### src/rtl/cm0_sys_reset_ctrl.sv
// System reset request controller: merges POR, SYSRESETREQ, watchdog and lockup
// into one minimum-width, flop-driven active-low SYSRSTn and records the reset cause.
module cm0_sys_reset_ctrl #(
    parameter int unsigned HOLD_CYCLES   = 16,
    parameter bit          LOCKUP_RST_EN = 1'b0,
    parameter bit          WDOG_PRESENT  = 1'b1
) (
    input  logic       CLK,
    input  logic       RSTIN,
    input  logic       RSTBYPASS,
    input  logic       SYSRESETREQ,
    input  logic       WDOGRESREQ,
    input  logic       LOCKUP,
    input  logic       CAUSE_CLR,
    output logic       SYSRSTn,
    output logic [3:0] RST_CAUSE,
    output logic       RST_BUSY
);

    localparam logic [7:0] CNT_LAST = 8'(HOLD_CYCLES - 1);

    typedef enum logic [1:0] {
        ST_RUN      = 2'd0,
        ST_ASSERT   = 2'd1,
        ST_WAIT_REL = 2'd2
    } state_t;

    state_t     state_q, state_d;
    logic [7:0] cnt_q, cnt_d;
    logic       sysrstn_q, sysrstn_d;
    logic [3:0] cause_q, cause_d;
    logic       busy_q;

    logic       lockup_m;
    logic       wdog_m;
    logic       req;
    logic [3:0] src;

    assign lockup_m = LOCKUP_RST_EN & LOCKUP;
    assign wdog_m   = WDOG_PRESENT & WDOGRESREQ;
    assign req      = SYSRESETREQ | wdog_m | lockup_m;
    assign src      = {1'b0, lockup_m, wdog_m, SYSRESETREQ};

    always_comb begin
        state_d   = state_q;
        cnt_d     = cnt_q;
        sysrstn_d = sysrstn_q;
        cause_d   = cause_q;
        case (state_q)
            ST_RUN: begin
                sysrstn_d = 1'b1;
                if (req) begin
                    state_d   = ST_ASSERT;
                    cnt_d     = 8'd0;
                    sysrstn_d = 1'b0;
                    cause_d   = src;
                end else if (CAUSE_CLR) begin
                    cause_d = 4'b0000;
                end
            end
            ST_ASSERT: begin
                sysrstn_d = 1'b0;
                cause_d   = cause_q | src;
                // Counter parks at its last value, so it can never wrap.
                if (cnt_q == CNT_LAST) begin
                    if (req) begin
                        state_d = ST_WAIT_REL;
                    end else begin
                        state_d   = ST_RUN;
                        sysrstn_d = 1'b1;
                    end
                end else begin
                    cnt_d = cnt_q + 8'd1;
                end
            end
            ST_WAIT_REL: begin
                sysrstn_d = 1'b0;
                cause_d   = cause_q | src;
                if (!req) begin
                    state_d   = ST_RUN;
                    sysrstn_d = 1'b1;
                end
            end
            default: begin
                state_d   = ST_ASSERT;
                cnt_d     = 8'd0;
                sysrstn_d = 1'b0;
            end
        endcase
    end

    always_ff @(posedge CLK or negedge RSTIN) begin
        if (!RSTIN) begin
            state_q   <= ST_ASSERT;
            cnt_q     <= 8'd0;
            sysrstn_q <= 1'b0;
            cause_q   <= 4'b1000;
            busy_q    <= 1'b1;
        end else begin
            state_q   <= state_d;
            cnt_q     <= cnt_d;
            sysrstn_q <= sysrstn_d;
            cause_q   <= cause_d;
            busy_q    <= (state_d != ST_RUN);
        end
    end

    // Functional path is the bare flop; the bypass mux is a DFT-only override.
    assign SYSRSTn   = RSTBYPASS ? RSTIN : sysrstn_q;
    assign RST_CAUSE = cause_q;
    assign RST_BUSY  = busy_q;

endmodule

### config.mk
export PLATFORM = sky130hd
export DESIGN_NAME = cm0_sys_reset_ctrl
export DESIGN_NICKNAME = d
export VERILOG_FILES = /design/src/rtl/cm0_sys_reset_ctrl.sv
export SDC_FILE = /design/constraint.sdc
export NUM_CORES = 1
export LEC_CHECK = 0
export CORE_MARGIN = 5
export CORE_UTILIZATION = 40
export DETAILED_ROUTE_END_ITERATION = 8
export PLACE_DENSITY = 0.67
export SYNTH_ARGS = -nofsm -noshare
export SYNTH_HDL_FRONTEND = slang
export SYNTH_SLANG_ARGS = --single-unit
### constraint.sdc
create_clock -name CLK -period 1.9 [get_ports CLK]
set_clock_uncertainty 0.2 [all_clocks]
set_input_delay 0.19 -clock CLK [delete_from_list [all_inputs] [get_ports CLK]]
set_output_delay 0.19 -clock CLK [all_outputs]
set_load 0.005 [all_outputs]
After elaboration in Yosys (flattened, before gate mapping). Index checks and enable logic that the tools add are counted.

Bits of input ports: 7. Output and inout port bits: 6. Register bits: 16. Word-level logic and storage cells: 37.

Eq/ne operators: 6. Reductions and logical operators: 7. Bitwise gates (word level): 3. Add/subtract/negate cells: 1. Multiplexer cells: 15.

Operator list (count): $pmux 8 s3 (1); $mux 8 (2); $add 8x1->8 const B (1); $eq 8x4->1 const B (1); $mux 2 (4); $mux 4 (2); $pmux 4 s2 (1); $pmux 2 s3 (1); $ne 2x2->1 const B (2); $or 4x2->4 (1); $reduce_bool 2->1 (2); $reduce_or 2->1 (2); $mux 1 (3); $ne 3x3->1 const B (1); $reduce_and 3->1 (1); $eq 2x1->1 const B (1); $eq 2x2->1 const B (1); $logic_not 2->1 (1); $pmux 1 s2 (1); $reduce_and 2->1 (1); $not 1->1 (1); $or 1x1->1 (1).

Depth between registers and ports, before layout.
Word-level depth: 5. Depth in mapped cells: 6. Gate-level depth less buffers: 6.

Least setup slack after synthesis. No wires, ideal clock.

Path type: flip-flop to flip-flop. Start point: register state_q[0]. End point: register cnt_q[4]. Required time: 1.569 ns. Cell stages (with the launch flop): 7. Path slack: 0.057 ns. Path buffers: 0. Period minus slack after synthesis: 1.843 ns. Library setup time: 0.131 ns. Arrival: 1.512 ns. Path through: dfstp_2 inv_1 ha_1 nor3b_2 or2_0 o21ai_0 o41ai_1.

Cells in the longest elaborated chain, start to end: 3. Elaborated cells between the ends (all ways): 8. Classes of those cells: eq/ne (4); mux (1); bitwise (1); reduce/logical (2).

RTL lines: start, declared (line 28) `state_t state_q, state_d;`; start signal, assigned (line 100) `state_q <= state_d;`; $eq 2x1->1 (tied with other cells) (line 49) `case (state_q)`; $ne 2x2->1 (no line) or $not 1->1 (tied branches); $reduce_and 3->1 (no line); end signal, assigned (line 101) `cnt_q <= cnt_d;`; end, declared (line 29) `logic [7:0] cnt_q, cnt_d;`.

Several ways; a longest one is shown, not always the timed one. A chain may end at the register's enable or synchronous reset.

Worst setup path after layout.
Start point: register state_q[0]. End point: register cnt_q[5].

The elaborated chain is that of the path after synthesis.

==> results.json <==
{
  "cp_max_fo": 6,
  "synth_seq_area_share": 0.440,
  "vias": 723,
  "layout-drive-gt1-share": 0.179,
  "crit_type": "reg -> reg",
  "slew_viol_final": 0,
  "antenna-diode-count": 0,
  "syn-instance-count": 87,
  "ir_worst_vdd_mv": 0.671,
  "hpwlAfterDp_um": 1330,
  "synth-seq-cells": 15,
  "status": "complete, no violations",
  "antenna_found_initial": 0,
  "syn_nets": 99,
  "max_freq_ghz": 0.545,
  "cts_tree": "done",
  "cts_hold_buf": 0,
  "synth_cell_types": 37,
  "grt_use_total": 0.124,
  "pwr-share-comb": 0.430,
  "sw_frac_of_total": 0.341,
  "cap_violations": 0,
  "clk_pin_slew_ps": 80,
  "avgSynthCellArea_um2": 9.91,
  "fin_crit_sh": 0.966,
  "period_minus_slack_ps": 1840,
  "grt_max_degree": 16,
  "finalHoldViolCount": 0,
  "drt_pass1_iterations": 4,
  "end_kind": "flip-flop",
  "arrival_ps": 1800,
  "root_buffer": "clkbuf_4",
  "grt_pass1_vias": 755,
  "stdcell_area_mm2": 0.00107,
  "seqPwrFrac": 0.414,
  "htreeDepth": 1,
  "grt_pass1_wl_um": 3160,
  "required_ps": 1860,
  "die_y_um": 56.4,
  "syn2layout_area_growth_pct": 23.7,
  "p_leak_nw": 0.467,
  "first_iter_violations": 13,
  "final_cell_mix": "dfrtp_1, nand2_1, clkdlybuf4s50_1, buf_4",
  "io_pins": 13,
  "die_w_um": 56.4,
  "yosysWarnings": 0,
  "hold_path_class": "in -> async",
  "reg2reg_depth": 6,
  "cp-endpoint": "cnt_q[5]",
  "grt-ovfl-total": 0,
  "finalNetCount": 119,
  "setup.worst_path.start": "state_q[0]",
  "placed_cells": 129,
  "r2r_end": "cnt_q[5]",
  "dieArea_mm2": 0.00318,
  "setup_viol": 0,
  "layout_commonest_cell": "dfrtp_1",
  "core_mm2": 0.00200,
  "numCtsBuffers": 3,
  "fin_cells": 133,
  "placed_area_mm2": 0.00104,
  "r2r_start": "state_q[0]",
  "clk_latency_ps": 280,
  "start_util": 0.431,
  "gp_congestion": 0.858,
  "rsz0062_at_grt": "false",
  "p_per_area_mw_per_mm2": 1070,
  "drc": 0,
  "p_int_mw": 0.751,
  "cp-start-kind": "flip-flop",
  "antenna_left": 0,
  "p_sw_mw": 0.389,
  "clock-sinks": 15,
  "totalWireLength_um": 1760,
  "rrSetupSlack_ps": 60,
  "cts_buffer_depth": 2,
  "avgRoutedWirePerCell_um": 13.2,
  "via_per_inst": 5.44,
  "rows": 16,
  "p_clk_frac": 0.156,
  "portBuffers": 10,
  "syn_area_um2": 862
}
-- power by group through the flow --
| stage | Clock [mW] | Sequential [mW] | Combinational [mW] |
|---|---|---|---|
| after floorplan | 0 | 0.476 | 0.284 |
| after global placement | 0 | 0.476 | 0.475 |
| after detailed placement | 0 | 0.475 | 0.488 |
| after CTS | 0.192 | 0.471 | 0.492 |
| after global routing | 0.205 | 0.485 | 0.552 |
| final | 0.178 | 0.472 | 0.490 |
-- what timing repair did --
| action | in CTS | in global routing |
|---|---|---|
| gates resized for setup | 1 | 1 |
| cloned | 0 | 0 |
| setup endpoints to repair | 3 | 3 |
| pin swaps | 0 | 0 |
| buffers inserted | 0 | 0 |
-- worst min-delay path by stage --
stage,endpoint,slack [ps],depth (start not counted)
floorplan,RST_CAUSE[0],-310,0
global placement,RST_CAUSE[3],280,1
global route,cnt_q[2],120,2
CTS,cnt_q[2],110,2
detailed placement,RST_CAUSE[0],280,1
finish,cnt_q[2],110,2
-- logic make-up (layout without fill, tap and decap cells) --
| group | after synthesis | count (layout) | share of synthesized area |
|---|---|---|---|
| simple gates | 33 | 33 | 0.234 |
| flops | 15 | 15 | 0.440 |
| other cells | 1 | 1 | 0.00435 |
| fa+ha+maj | 5 | 5 | 0.0726 |
| compound gates | 26 | 26 | 0.206 |
| buf+inv | 6 | 25 | 0.0305 |
| mux | 1 | 1 | 0.0131 |
-- critical path, stage by stage (launching register included) --
cell and delay, ps:
dfstp_2 540, inv_1 60, ha_1 200, nor3b_2 170, or2_4 270, o21ai_0 190, o31ai_1 90
-- layout make-up --
class / instances / area [µm²]
fill: 182 / 936
multi-input combinational: 66 / 459
sequential: 15 / 379
timing repair buffer: 17 / 153
tap: 27 / 33.8
clock buffer: 4 / 26.3
inverter: 4 / 15.0
-- state kept, by name, summed over array words and instances (netlist names) --
register   flops
state_q        2
cnt_q          8
RST_CAUSE      3
sysrstn_q      1
RST_BUSY       1
-- synthesized netlist by cell type --
cell type	number	area, µm²
nor3b_2	1	12.5
buf_4	1	7.51
a31oi_1	1	6.26
o21ai_0	6	30.0
o311ai_1	1	8.76
inv_1	4	15.0
nand3_1	6	30.0
and2b_4	1	10.0
o41ai_1	2	17.5
nand2b_1	1	6.26
mux2_2	1	11.3
o31ai_1	1	7.51
ha_1	5	62.6
a22o_1	2	17.5
o21ai_1	1	5.00
nor2_1	3	11.3
nand4b_1	1	8.76
or2_0	1	6.26
a211o_1	1	8.76
nor4_4	1	21.3
nor2_2	1	6.26
a21oi_1	5	25.0
and3_1	1	6.26
nand4_1	2	12.5
conb_1	1	3.75
nand4bb_1	1	11.3
and4_1	1	8.76
nand2_1	10	37.5
dfstp_2	3	78.8
and2_1	2	12.5
a21bo_1	1	10.0
a21boi_0	1	7.51
o211a_1	1	10.0
a41oi_1	1	8.76
dfrtp_1	12	300
o21a_1	2	15.0
clkbuf_1	1	3.75
-- metrics by stage --
stage / hold slack [ps] / TNS [ps] / setup slack (ps) / util / total power, mW
after floorplan: -306 / 0 / 56.5 / - / 0.760
after global placement: 281 / 0 / 37.6 / 0.518 / 0.951
after detailed placement: 282 / -18.9 / -15.2 / 0.518 / 0.963
after CTS: 110 / 0 / 2.13 / 0.531 / 1.15
after global routing: 119 / 0 / 3.73 / 0.533 / 1.24
final: 106 / 0 / 64.0 / 0.533 / 1.14
-- metal layers --
layer,GRT usage,vias to the layer above,wire (µm)
met2,0.190,11,808
met3,0.0229,4,64
met4,0.0644,0,27
met5,0,-,0
met1,0.165,350,859
li1,-,358,-
(Power assumes the default switching activity.)
